### src/rtl/fetch_pkg.sv
// Shared constants and types for the prefetching fetch stage.
// Optional build macro: FETCH_STATS_EN (adds flush/starve statistics counters).
package fetch_pkg;

    // Default geometry of the fetch stage.
    localparam int FETCH_PC_W    = 32;
    localparam int FETCH_IMEM_AW = 12;
    localparam int FETCH_DEPTH   = 4;

    // Jump field is a word target; shift left by this to get a byte target.
    localparam int JUMP_SHIFT = 2;
    // Sequential fetch step in bytes.
    localparam int PC_INCR    = 4;

    // One queued instruction together with its PC+4 (link/branch base).
    typedef struct packed {
        logic [31:0]           instruction;
        logic [FETCH_PC_W-1:0] pc;
    } fetch_entry_t;

    // Width of an occupancy counter able to hold 0..depth inclusive.
    function automatic int count_w(input int depth);
        return $clog2(depth) + 1;
    endfunction

endpackage

### src/rtl/fetch_fifo.sv
// DEPTH-entry synchronous FIFO holding fetched {instruction, pc+4} entries.
// Flush beats push and pop; reset clears pointers, count and storage.
module fetch_fifo
    import fetch_pkg::*;
#(
    parameter int W     = 64,
    parameter int DEPTH = FETCH_DEPTH
) (
    input  logic                      clock,
    input  logic                      reset,
    input  logic                      flush_i,
    input  logic                      push_i,
    input  logic [W-1:0]              wdata_i,
    input  logic                      pop_i,
    output logic [W-1:0]              head_o,
    output logic [count_w(DEPTH)-1:0] count_o
);

    localparam int PW = $clog2(DEPTH);
    localparam int CW = count_w(DEPTH);

    logic [W-1:0]  mem_q [DEPTH];
    logic [PW-1:0] rd_q, rd_d;
    logic [PW-1:0] wr_q, wr_d;
    logic [CW-1:0] count_q, count_d;

    logic push_ok;
    logic pop_ok;

    // A pop on an empty queue or a push on a full one is silently ignored.
    assign push_ok = push_i && (count_q != CW'(DEPTH));
    assign pop_ok  = pop_i && (count_q != '0);

    // Next pointer/count values; pointers wrap naturally since DEPTH is a power of two.
    always_comb begin
        rd_d    = rd_q;
        wr_d    = wr_q;
        count_d = count_q;
        if (flush_i) begin
            rd_d    = '0;
            wr_d    = '0;
            count_d = '0;
        end else begin
            if (push_ok) wr_d = wr_q + PW'(1);
            if (pop_ok)  rd_d = rd_q + PW'(1);
            case ({push_ok, pop_ok})
                2'b10:   count_d = count_q + CW'(1);
                2'b01:   count_d = count_q - CW'(1);
                default: count_d = count_q;
            endcase
        end
    end

    // Pointer, count and storage registers.
    always_ff @(posedge clock) begin
        if (reset) begin
            rd_q    <= '0;
            wr_q    <= '0;
            count_q <= '0;
            for (int i = 0; i < DEPTH; i++) begin
                mem_q[i] <= '0;
            end
        end else begin
            rd_q    <= rd_d;
            wr_q    <= wr_d;
            count_q <= count_d;
            if (push_ok && !flush_i) begin
                mem_q[wr_q] <= wdata_i;
            end
        end
    end

    assign head_o  = mem_q[rd_q];
    assign count_o = count_q;

endmodule

### src/rtl/fetch_queue.sv
// Prefetching fetch stage: issues one synchronous imem read per cycle into a
// DEPTH-entry queue and hands {instruction, pc+4} to decode over valid/ready.
// Optional build macro: FETCH_STATS_EN adds stat_flush / stat_starve outputs.
//
// Handshake: out_valid is high whenever the queue holds an entry; an entry is
// transferred on any cycle where out_valid and out_ready are both high, except
// during a redirect, where the queue is flushed and the pop is discarded.
module fetch_queue
    import fetch_pkg::*;
#(
    parameter int PC_W    = FETCH_PC_W,
    parameter int IMEM_AW = FETCH_IMEM_AW,
    parameter int DEPTH   = FETCH_DEPTH
) (
    input  logic               clock,
    input  logic               reset,
    input  logic [PC_W-1:0]    jump,
    input  logic               ctrl_jump,
    input  logic [PC_W-1:0]    branchPC,
    input  logic               ctrl_branch,
    output logic               imem_req,
    output logic [IMEM_AW-1:0] insn_address,
    input  logic [31:0]        q_imem,
    output logic               out_valid,
    input  logic               out_ready,
    output logic [31:0]        instruction,
    output logic [PC_W-1:0]    pc
`ifdef FETCH_STATS_EN
    ,
    output logic [31:0]        stat_flush,
    output logic [31:0]        stat_starve
`endif
);

    localparam int EW = 32 + PC_W;
    localparam int CW = count_w(DEPTH);

    logic [PC_W-1:0] fetch_pc_q, fetch_pc_d;
    logic            inflight_q, inflight_d;
    logic [PC_W-1:0] inflight_pc_q, inflight_pc_d;

    logic            redirect;
    logic [PC_W-1:0] target;
    logic [PC_W-1:0] pc_plus;
    logic [CW:0]     occupancy;
    logic            issue;
    logic            push;
    logic            pop;
    logic [EW-1:0]   head;
    logic [CW-1:0]   count;

    // Branch wins over jump when both redirect in the same cycle.
    assign redirect = ctrl_branch || ctrl_jump;
    assign target   = ctrl_branch ? branchPC : PC_W'(jump << JUMP_SHIFT);
    assign pc_plus  = fetch_pc_q + PC_W'(PC_INCR);

    // Queued entries plus the outstanding read must leave room for one more;
    // this guarantees the returning data always finds a free slot.
    assign occupancy = {1'b0, count} + {{CW{1'b0}}, inflight_q};
    assign issue     = !reset && !redirect && (occupancy < (CW+1)'(DEPTH));

    // Returning data is squashed on a redirect; reset clears the FIFO anyway.
    assign push = inflight_q && !redirect;
    assign pop  = out_valid && out_ready;

    // Next PC and in-flight tracking.
    always_comb begin
        fetch_pc_d    = fetch_pc_q;
        inflight_d    = 1'b0;
        inflight_pc_d = inflight_pc_q;
        if (redirect) begin
            fetch_pc_d = target;
        end else if (issue) begin
            inflight_d    = 1'b1;
            inflight_pc_d = pc_plus;
            fetch_pc_d    = pc_plus;
        end
    end

    // PC and in-flight registers.
    always_ff @(posedge clock) begin
        if (reset) begin
            fetch_pc_q    <= '0;
            inflight_q    <= 1'b0;
            inflight_pc_q <= '0;
        end else begin
            fetch_pc_q    <= fetch_pc_d;
            inflight_q    <= inflight_d;
            inflight_pc_q <= inflight_pc_d;
        end
    end

    fetch_fifo #(
        .W     (EW),
        .DEPTH (DEPTH)
    ) u_fifo (
        .clock   (clock),
        .reset   (reset),
        .flush_i (redirect),
        .push_i  (push),
        .wdata_i ({q_imem, inflight_pc_q}),
        .pop_i   (pop),
        .head_o  (head),
        .count_o (count)
    );

    assign imem_req     = issue;
    assign insn_address = fetch_pc_q[IMEM_AW+1:2];
    assign out_valid    = !reset && (count != '0);
    assign instruction  = reset ? 32'd0 : head[EW-1:PC_W];
    assign pc           = reset ? '0 : head[PC_W-1:0];

`ifdef FETCH_STATS_EN
    logic [31:0] stat_flush_q;
    logic [31:0] stat_starve_q;

    // Saturating counters of redirect cycles and decode-starved cycles.
    always_ff @(posedge clock) begin
        if (reset) begin
            stat_flush_q  <= '0;
            stat_starve_q <= '0;
        end else begin
            if (redirect && (stat_flush_q != '1)) begin
                stat_flush_q <= stat_flush_q + 32'd1;
            end
            if (!out_valid && out_ready && (stat_starve_q != '1)) begin
                stat_starve_q <= stat_starve_q + 32'd1;
            end
        end
    end

    assign stat_flush  = stat_flush_q;
    assign stat_starve = stat_starve_q;
`endif

endmodule

### config.mk
export PLATFORM = sky130hd
export DESIGN_NAME = fetch_queue
export DESIGN_NICKNAME = d
export VERILOG_FILES = /design/src/rtl/fetch_pkg.sv /design/src/rtl/fetch_fifo.sv /design/src/rtl/fetch_queue.sv
export SDC_FILE = /design/constraint.sdc
export NUM_CORES = 1
export LEC_CHECK = 0
export ABC_AREA = 1
export CAP_MARGIN = 10
export CORE_MARGIN = 2
export CORE_UTILIZATION = 45
export DETAILED_ROUTE_END_ITERATION = 16
export HOLD_SLACK_MARGIN = 0.12
export PLACE_DENSITY = 0.66
export SYNTH_ARGS = -nofsm -noshare
export SYNTH_HDL_FRONTEND = slang
export SYNTH_SLANG_ARGS = --single-unit
### constraint.sdc
create_clock -name clock -period 14.33 [get_ports clock]
set_clock_uncertainty 0.05 [all_clocks]
set_input_delay 2.866 -clock clock [delete_from_list [all_inputs] [get_ports clock]]
set_output_delay 2.866 -clock clock [all_outputs]
set_load 0.01 [all_outputs]
==> impl_results.md, run 1 <==
* Setup violators final at 0
* TritonCTS Buffers at 35
* Met2 wire len at 18100 um
* Initial antenna violation count at 0
* Worst setup SP type: input port
* Routed vias at 12000
* Area fraction of the dominant cell type after synthesis at 0.504
* Top post-synthesis cells by area: edfxtp_1 50%, nor2_1 13%, dfxtp_1 9.7%, o21ai_0 5.7%, a21oi_1 4.0%
* Worst Tran Pin Value at 1.09 ns
* Fin. Hold Viols at 0
* Levels on crit path at 7
* Total Routing Usage GR at 0.221
* Pwr dens at 114 nW/um^2
* Initial cell density of the core at 0.456
* Num rows at 67
* Final Max Tran Viols at 0
* Die Span Y at 188 um
* Post-Syn Area at 15300 um^2
* Worst VDD drop at 78.7 uV
* Mean Syn Cell Area at 8.99 um^2
* DIE AREA at 35400 um^2
* Drc violations at 0
* Hold_buf cts at 0
* DRT Pass-1 Iters at 5
* Final non-filler cell area at 18300 um^2
* Crit Path Class: in2out
* Vias per inst at 5.26
* Wl on met1 at 17900 um
* CP endpoint kind: output port
* Max Freq at 0.111 GHz
* Yosys Warn Count at 0
* Dpl hpwl at 22100 um
* Syn nets at 1800
* Synthesized instance count at 1696
* Post-synth EDFFs at 256
* Largest net degree at the start of global routing at 78
* R2R depth at 8
* Status: completed
* Count leader, synth: nor2_1
* Leak pwr at 6.61 nW
* CTS resizes at 0
* Met3 Wirelength at 2490 um
* Share of layout cells above drive strength 1 at 0.0573
* Hold path depth at 1
* Clock Latency Late Sink at 0.51 ns
* Starting DRC count in detailed routing at 925
* FFs w/ async S/R, synth at 0
* First-pass GRT wire length at 62200 um
* Critical-path cell list: clkdlybuf4s50_1 -> nor2_4 -> inv_2 -> nor2_4 -> nand3_2 -> clkinv_1 -> clkdlybuf4s50_1
* # diodes at 0
* Slowest CP cell: clkdlybuf4s50_1
* Placed cells at 2219
* Slew HR at 0.274
* Post-DP Area at 17200 um^2
* Total grt overflow at 0
* CTS root buf: clkbuf_16
* Die X at 188 um
* DR top layer: met4
* Net count, final at 1912
* Synthesized flop and latch total at 330
* H-tree levels at 2
* Synth Flop Type: edfxtp_1
* Num ports at 179
* Clock Tree Buf Depth at 3
* Crit path time final at 9.04 ns
* CP required at 11.41 ns
* Dpl ws at 5.33 ns
* Vias in the first global route at 11600
* Largest area contributor in the netlist: edfxtp_1
* Sequential area share after synthesis at 0.601
* Wire per inst at 17.2 um
* Setup TNS at 0 ns
* Total Power at 2.09 mW
* Period utilization at 0.631
* Worst-path clk slew at 0.06 ns
* Core area at 33400 um^2
* Final worst setup slack at 5.29 ns
* GPL Wtd Cong at 0.840
* Final non-filler cell total at 2279
* Critical path peak fanout at 28
* CTS sink cnt at 330
* Top post-synthesis cells by count: 509 x nor2_1, 256 x edfxtp_1, 175 x o21ai_0, 145 x nand2_1, 124 x inv_1
* WP data arrival at 6.12 ns
* Post-CTS setup buffer count at 0
* Area growth syn-to-layout at 20.0%
* RSZ-0062 raised after global routing: no
* CTS tree: built
* Worst hold path class: reg2reg
* Max-Cap Viols at 0
* Antenna Nets Post-Route at 0
* CP Buf/Inv Count at 4
* Yosys cell types at 37
* DRT Wirelength at 39200 um
* I/O Buffers at 176
* Critical path's top delay family: buffers and inverters
* Max incr delay on CP at 0.94 ns
## power breakdown
| part | internal (mW) | switching (mW) |
|---|---|---|
| Combinational | 0.0611 | 0.0841 |
| Clock | 0.512 | 0.354 |
| Sequential | 1.06 | 0.0168 |
## cells in the final DEF (no fill, tap or decap), types with 3 or more instances in the layout
| cell type | count |
|---|---|
| a21oi_1 | 121 |
| a22o_1 | 6 |
| a22oi_1 | 17 |
| a31oi_1 | 6 |
| buf_4 | 14 |
| clkbuf_1 | 5 |
| clkbuf_16 | 38 |
| clkbuf_8 | 3 |
| clkdlybuf4s50_1 | 175 |
| clkinv_1 | 11 |
| clkinv_2 | 5 |
| dfxtp_1 | 72 |
| edfxtp_1 | 256 |
| inv_1 | 123 |
| inv_2 | 12 |
| nand2_1 | 140 |
| nand2_2 | 3 |
| nand3_1 | 25 |
| nand4_1 | 4 |
| nor2_1 | 509 |
| nor2_2 | 5 |
| nor2_4 | 12 |
| nor3_1 | 50 |
| o21a_1 | 3 |
| o21ai_0 | 173 |
| o22a_1 | 4 |
| or2_2 | 3 |
| xnor2_1 | 6 |
| xor2_1 | 4 |
## sequential cells by signal, summed over array words and instances, names as in the netlist, named ones only
| signal | count |
|---|---|
| u_fifo.rd_q | 2 |
| u_fifo.mem_q | 256 |
| inflight_q | 1 |
| fetch_pc_q | 32 |
| inflight_pc_q | 32 |
| u_fifo.count_o | 3 |
| u_fifo.wr_q | 2 |
## layout make-up
type	count	area [um^2]
sequential	330	9170
inverter	140	529
multi-input combinational	1112	5080
clock buffer	46	1010
fill	2973	15100
timing repair buffer	189	1860
tap	448	561
clock inverter	14	87.6
## routing by layer
metal,global-route usage,vias up
met5,0,-
met4,0.0539,0
met1,0.306,5691
li1,-,5848
met3,0.0318,55
met2,0.365,395
## final timing paths
kind	start	endpoint	slack, ns
worst max-delay path	ctrl_branch	imem_req	5.29
worst max register to register	u_fifo.count_o[2]	u_fifo.mem_q[1][57]	11.45
worst min-delay path	u_fifo.count_o[2]	u_fifo.count_o[2]	0.40
worst min register to register	u_fifo.count_o[2]	u_fifo.count_o[2]	0.40
## kinds of logic (layout without fill, tap and decap cells)
| kind of cell | after synthesis | in the layout | share of synthesized area |
|---|---|---|---|
| XOR/XNOR | 10 | 10 | 0.00574 |
| buffers and inverters | 254 | 389 | 0.0688 |
| adder cells (fa/ha/maj) | 3 | 3 | 0.00295 |
| AO/OA/AOI/OAI | 342 | 342 | 0.120 |
| flip-flops | 330 | 330 | 0.601 |
| AND/OR/NAND/NOR | 757 | 757 | 0.201 |
## stage by stage
stage,hold slack (ns),utilization
2_1_floorplan,0.372,-
3_3_place_gp,0.384,0.514
3_5_place_dp,0.387,0.514
4_1_cts,0.396,0.547
5_1_grt,0.439,0.547
6_report,0.397,0.547
Note: power is estimated with default switching activity, not from simulation.
==> inputs of run 2 (changes only) <==
==> constraint.sdc (replaced) <==
create_clock -name clock -period 8.85 [get_ports clock]
set_clock_uncertainty 0.05 [all_clocks]
set_input_delay 1.77 -clock clock [delete_from_list [all_inputs] [get_ports clock]]
set_output_delay 1.77 -clock clock [all_outputs]
set_load 0.01 [all_outputs]
==> run 2 against run 1 <==
Against the previous run:
- critical path type unchanged
- worst hold slack better by 0.0071 ns
- critical path depth is 1 higher
- clock power up 69%
- worst setup slack got worse by 3.1 ns
- highest routed layer unchanged
- critical endpoint unchanged
- power increased by 65%
- die area did not move
- global-route usage about the same
- combinational power rose by 62%
==> impl_results.md, run 2 (synthesis gave the netlist of run 1 again) <==
* Status: completed (unchanged)
* Power share of the combinational group at 0.068 (was 0.069)
* Commonest non-fill, non-tap cell in the layout: nor2_1 (unchanged)
* Worst hold path class: reg2reg (unchanged)
* Met2 wire len at 18500 um (was 18100 um)
* CTS resizes at 0 (unchanged)
* Die X at 188 um (unchanged)
* CTS sink cnt at 330 (unchanged)
* Worst setup SP type: input port (unchanged)
* Max-Cap Viols at 0 (unchanged)
* Net Sw Frac at 0.221 (was 0.218)
* Placed cells at 2220 (was 2219)
* Internal power of the cells at 2.69 mW (was 1.64 mW)
* Core area at 33400 um^2 (unchanged)
* Total Power at 3.45 mW (was 2.09 mW)
* Leak pwr at 6.63 nW (was 6.61 nW)
* Final worst setup slack at 2.17 ns (was 5.29 ns)
* DRT Wirelength at 39500 um (was 39200 um)
* Antenna Nets Post-Route at 0 (unchanged)
* Net count, final at 1913 (was 1912)
* Worst r2r src: u_fifo.count_o[2] (unchanged)
* WP data arrival at 4.86 ns (was 6.12 ns)
* Critical path peak fanout at 28 (unchanged)
* Setup violators final at 0 (unchanged)
* CP required at 7.03 ns (was 11.41 ns)
* CP endpoint kind: output port (unchanged)
* Worst r2r dst: u_fifo.mem_q[1][60] (was u_fifo.mem_q[1][57])
* Total grt overflow at 0 (unchanged)
* Largest Register: u_fifo.mem_q (unchanged)
* # diodes at 0 (unchanged)
* Wl on met1 at 17700 um (was 17900 um)
* Final non-filler cell total at 2283 (was 2279)
* Biggest regs: u_fifo.mem_q x256, fetch_pc_q x32, inflight_pc_q x32 (unchanged)
* Starting DRC count in detailed routing at 1041 (was 925)
* Wire per inst at 17.3 um (was 17.2 um)
* Dpl hpwl at 21900 um (was 22100 um)
* Vias per inst at 5.27 (was 5.26)
* Clock Latency Late Sink at 0.51 ns (about the same)
* CTS root buf: clkbuf_16 (unchanged)
* Drc violations at 0 (unchanged)
* Area growth syn-to-layout at 20.3% (was 20.0%)
* Hold_buf cts at 0 (unchanged)
* DRT Pass-1 Iters at 5 (unchanged)
* Vias in the first global route at 11700 (was 11600)
* DIE AREA at 35400 um^2 (unchanged)
* First-pass GRT wire length at 61900 um (was 62200 um)
* Clock Tree Buf Depth at 3 (unchanged)
* Post-CTS setup buffer count at 0 (unchanged)
* Max Freq at 0.150 GHz
* Period utilization at 0.755
* H-tree levels at 2 (unchanged)
* Net Sw Power at 0.761 mW (was 0.455 mW)
* DR top layer: met4 (unchanged)
* WHS at 0.404 ns (was 0.397 ns)
* Worst VDD drop at 132 uV (was 78.7 uV)
* Final Max Tran Viols at 0 (unchanged)
* Dpl ws at 2.15 ns (was 5.33 ns)
* Die Span Y at 188 um (unchanged)
* Reg2reg setup slack at 5.93 ns (was 11.45 ns)
* Slew HR at 0.285 (was 0.274)
* Initial antenna violation count at 0 (unchanged)
* RSZ-0062 raised after global routing: no (unchanged)
* Num rows at 67 (unchanged)
* Routed vias at 12000 (about the same)
* CP startpoint: ctrl_branch (unchanged)
* Total Routing Usage GR at 0.221 (about the same)
* Pwr dens at 188 nW/um^2 (was 114 nW/um^2)
* Crit path capture: imem_req (unchanged)
* TritonCTS Buffers at 35 (unchanged)
* Most frequent cells in the layout: 509 x nor2_1, 256 x edfxtp_1, 175 x clkdlybuf4s50_1 (unchanged)
* Crit Path Class: in2out (unchanged)
* GPL Wtd Cong at 0.821 (was 0.840)
* Setup TNS at 0 ns (unchanged)
* Largest net degree at the start of global routing at 93 (was 78)
* Clk pwr share at 0.424 (was 0.414)
* Max reg flops at 256 (unchanged)
* Flop pwr share at 0.508 (was 0.517)
* Worst Tran Pin Value at 1.07 ns (was 1.09 ns)
* Share of layout cells above drive strength 1 at 0.0589 (was 0.0573)
* Crit path time final at 6.68 ns
* Initial cell density of the core at 0.456 (unchanged)
* Num ports at 179 (unchanged)
* R2R depth at 8 (unchanged)
* Fin. Hold Viols at 0 (unchanged)
* I/O Buffers at 176 (unchanged)
* CTS tree: built (unchanged)
* Worst-path clk slew at 0.06 ns (about the same)
* Met3 Wirelength at 2630 um (was 2490 um)
[run 2: changes by cell type in the layout (fill, tap and decap cells not counted), sizes merged]
| cell | previous run | this run |
|---|---|---|
| clkbuf | 46 | 47 |
| bufinv | 1 | 3 |
| clkinvlp | 1 | 0 |
| inv | 136 | 138 |
| clkinv | 16 | 15 |
| buf | 14 | 15 |
[run 2: how the worst min path moves through the flow]
stage	startpoint	to	slack [ns]	depth (start not counted)
global route	u_fifo.count_o[2]	u_fifo.count_o[2]	0.44	1
floorplan	u_fifo.count_o[2]	u_fifo.count_o[2]	0.37	1
detailed placement	u_fifo.count_o[2]	u_fifo.count_o[2]	0.39	1
global placement	u_fifo.count_o[2]	u_fifo.count_o[2]	0.38	1
CTS	u_fifo.count_o[2]	u_fifo.count_o[2]	0.40	1
finish	u_fifo.count_o[2]	u_fifo.count_o[2]	0.40	1
[run 2: power groups by stage]
stage	sequential (mW)	combinational, mW	clock [mW]
after CTS	1.75	0.237	1.48
final	1.75	0.235	1.46
after floorplan	1.78	0.125	0
after global placement	1.78	0.233	0
after detailed placement	1.78	0.235	0
after global routing	1.76	0.259	1.54
[run 2: cell type report]
| cell class | count | area (um^2) |
|---|---|---|
| inverter | 140 | 529 |
| tap | 448 | 561 |
| clock buffer | 47 | 972 |
| fill | 2996 | 15100 |
| multi-input combinational | 1112 | 5080 |
| clock inverter | 16 | 166 |
| timing repair buffer | 190 | 1860 |
| sequential | 330 | 9170 |
[run 2: through the flow]
step | util | instance area (um^2)
after floorplan | - | 15300
after global placement | 0.515 | 17200
after global routing | 0.549 | 18400
after detailed placement | 0.515 | 17200
after CTS | 0.549 | 18400
final | 0.549 | 18400
[run 2: routing by layer]
metal | up-vias | track usage
li1 | 5856 | -
met1 | 5707 | 0.306
met2 | 415 | 0.370
met3 | 49 | 0.0298
met4 | 0 | 0.0506
met5 | - | 0
[run 2: critical path, stage by stage]
cell             delay, ns
clkdlybuf4s50_1       0.92
nor2_4                0.74
inv_2                 0.15
nor2_4                0.25
nand3_2               0.11
clkinv_1              0.06
buf_4                 0.25
clkdlybuf4s50_1       0.60
==> patch (settings of run 2) <==
Change the package constant `FETCH_DEPTH` from 4 to 8.
--- a/src/rtl/fetch_pkg.sv
+++ b/src/rtl/fetch_pkg.sv
@@ -6,5 +6,5 @@
     localparam int FETCH_PC_W    = 32;
     localparam int FETCH_IMEM_AW = 12;
-    localparam int FETCH_DEPTH   = 4;
+    localparam int FETCH_DEPTH   = 8;
 
     // Jump field is a word target; shift left by this to get a byte target.
Formal check against the unedited RTL: no difference found for any inputs over 4 cycles, from zero or initial values and one cycle with reset high; that may be too few to reach the edited logic, so the function may still have changed.
==> patch against run 2 <==
- total power grew 72%
- critical path depth shrank 1
- area after synthesis grew 77%
- the run now ends with design-rule violations left
- setup slack gained 290 ps
- fmax grew 4.6%
- final area grew 67%
- routed wire length grew 87%
- sequential cell count grew 260
==> patch: results (changes against run 2) <==
fillcell total 5287 (+76%); met1 wire length 29600 um (+67%); register area share after synthesis 62.9% (+2.8 points); Setup Buffers After CTS 0 (unchanged); clk buf depth 3 (unchanged); number of global-route vias before repair 20058 (+72%); # diodes 0 (unchanged); Net Count, Synth 2907 (+62%); DP HPWL 39200 um (+79%); P_leak 11.2 nW (+69%); gr usage total 23.3% (+1.2 points); post-synth cell types 40 (+8.1%); Max-cap violations 0 (unchanged); Detailed Route WL 73800 um (+87%); IO Port Bufs 176 (unchanged); initial antenna violation count 1 (+1); Post-synth EDFFs 512 (+100%); Slew @ Worst Pin 1340 ps (+269 ps); DRT Pass-1 Iters 12 (+7); switching pwr 1.30 mW (+71%); H-tree Lvls 2 (unchanged); placer congestion estimate 0.859 (+4.7%); post-CTS sizing 0 (unchanged); peak supply drop 0.136 mV (+3.0%); nets 2976 (+56%); Met2 Routed Length 36100 um (+95%); Post-synth ARST share 0% (unchanged); Hold WC Path Type flip-flop to flip-flop; routed vias 20402 (+70%); top routing layer used met5; CP max FO 71 (+150%); Post-route DRC 6 (+6); Worst-path clk slew 60 ps (about the same); status finished with violations; failing checks design-rule violations; global-route wire length before repair 113000 um (+82%); largest net degree at the start of global routing 257 (+180%); yosys warns 0 (unchanged); 1st-iter DRT viols 2055 (+97%); largest registers u_fifo.mem_q (512), fetch_pc_q (32), inflight_pc_q (32); root buffer cell clkbuf_16; top cells by count, synth nor2_1, edfxtp_1, o21ai_0; Placement Cell Area 0.0288 mm2 (+67%); CTS Buf Count 60 (+71%); Area contributors post-synth edfxtp_1, nor2_1, o21ai_0; CP Data Arrival Time 4570 ps (-290 ps); met3 wire length 6170 um (+130%); layout cell share with drive strength beyond 1 5.38% (-0.51 points); worst skew pair latency 620 ps (+110 ps)
patch: changes by cell type in the layout (fill, tap and decap cells not counted), moves of 26 or more:
cell / change
o21ai_0: +142
nand2_1: +32
nor3_1: -48
o32ai_1: +64
edfxtp_1: +256
o21ai_1: +40
nand3_1: +28
a21oi_1: -71
nor2_1: +598
clkbuf_16: +26
patch: path summary, 6_finish.rpt:
kind,startpoint,to,slack (ps),depth (start not counted)
worst min register to register,fetch_pc_q[1],fetch_pc_q[1],410,1
worst max-delay path,reset,instruction[4],2460,7
worst min-delay path,fetch_pc_q[1],fetch_pc_q[1],410,1
worst max register to register,u_fifo.count_o[0],u_fifo.mem_q[5][32],5490,7
patch: area by class of cell:
cell class,count,area share (%)
flip-flops and latches,590,55.3
multi-input cells,1885,27.3
repair buffers,204,6.50
clock buffers,86,5.58
well taps,773,3.15
inverters,128,1.62
clock inverters,25,0.596
patch: stage by stage:
stage / setup slack, ps / hold WS [ps] / util, % / power, mW / std cells
floorplan: 4170 / 387 / - / 3.37 / 2800
global placement: 2510 / 404 / 48.6 / 3.52 / 3580
detailed placement: 2470 / 399 / 48.6 / 3.53 / 3580
CTS: 2450 / 413 / 51.8 / 5.95 / 3691
global route: 2340 / 420 / 51.8 / 6.10 / 3691
finish: 2460 / 410 / 51.8 / 5.92 / 3691
patch: worst max-delay path: stages:
cell and delay, ps:
buf_2 100, buf_4 300, inv_4 750, buf_4 530
o21ai_0 190, nor2_1 240, clkdlybuf4s50_1 580
patch: kinds of logic after synthesis:
family                     count (synthesis)  synth area share (%)
DFF                                      590                  62.9
AOI/OAI and AO/OA                        493                  10.3
and+or+nand+nor                         1376                  19.9
buffers and inverters                    325                  6.32
xor gates and xnor gates                  10                 0.325
adders and majority gates                  6                 0.279
patch: metal layers:
metal | vias to the layer above | track usage (%)
li1 | 9553 | -
met1 | 9782 | 29.9
met2 | 929 | 40.6
met3 | 136 | 3.52
met4 | 2 | 7.76
met5 | - | 0
patch: power groups by stage:
stage	clock (mW)	combinational (mW)	sequential [mW]
final	2.45	0.319	3.15
after global routing	2.59	0.349	3.16
after CTS	2.48	0.321	3.15
after detailed placement	0	0.319	3.21
after global placement	0	0.314	3.20
after floorplan	0	0.171	3.20
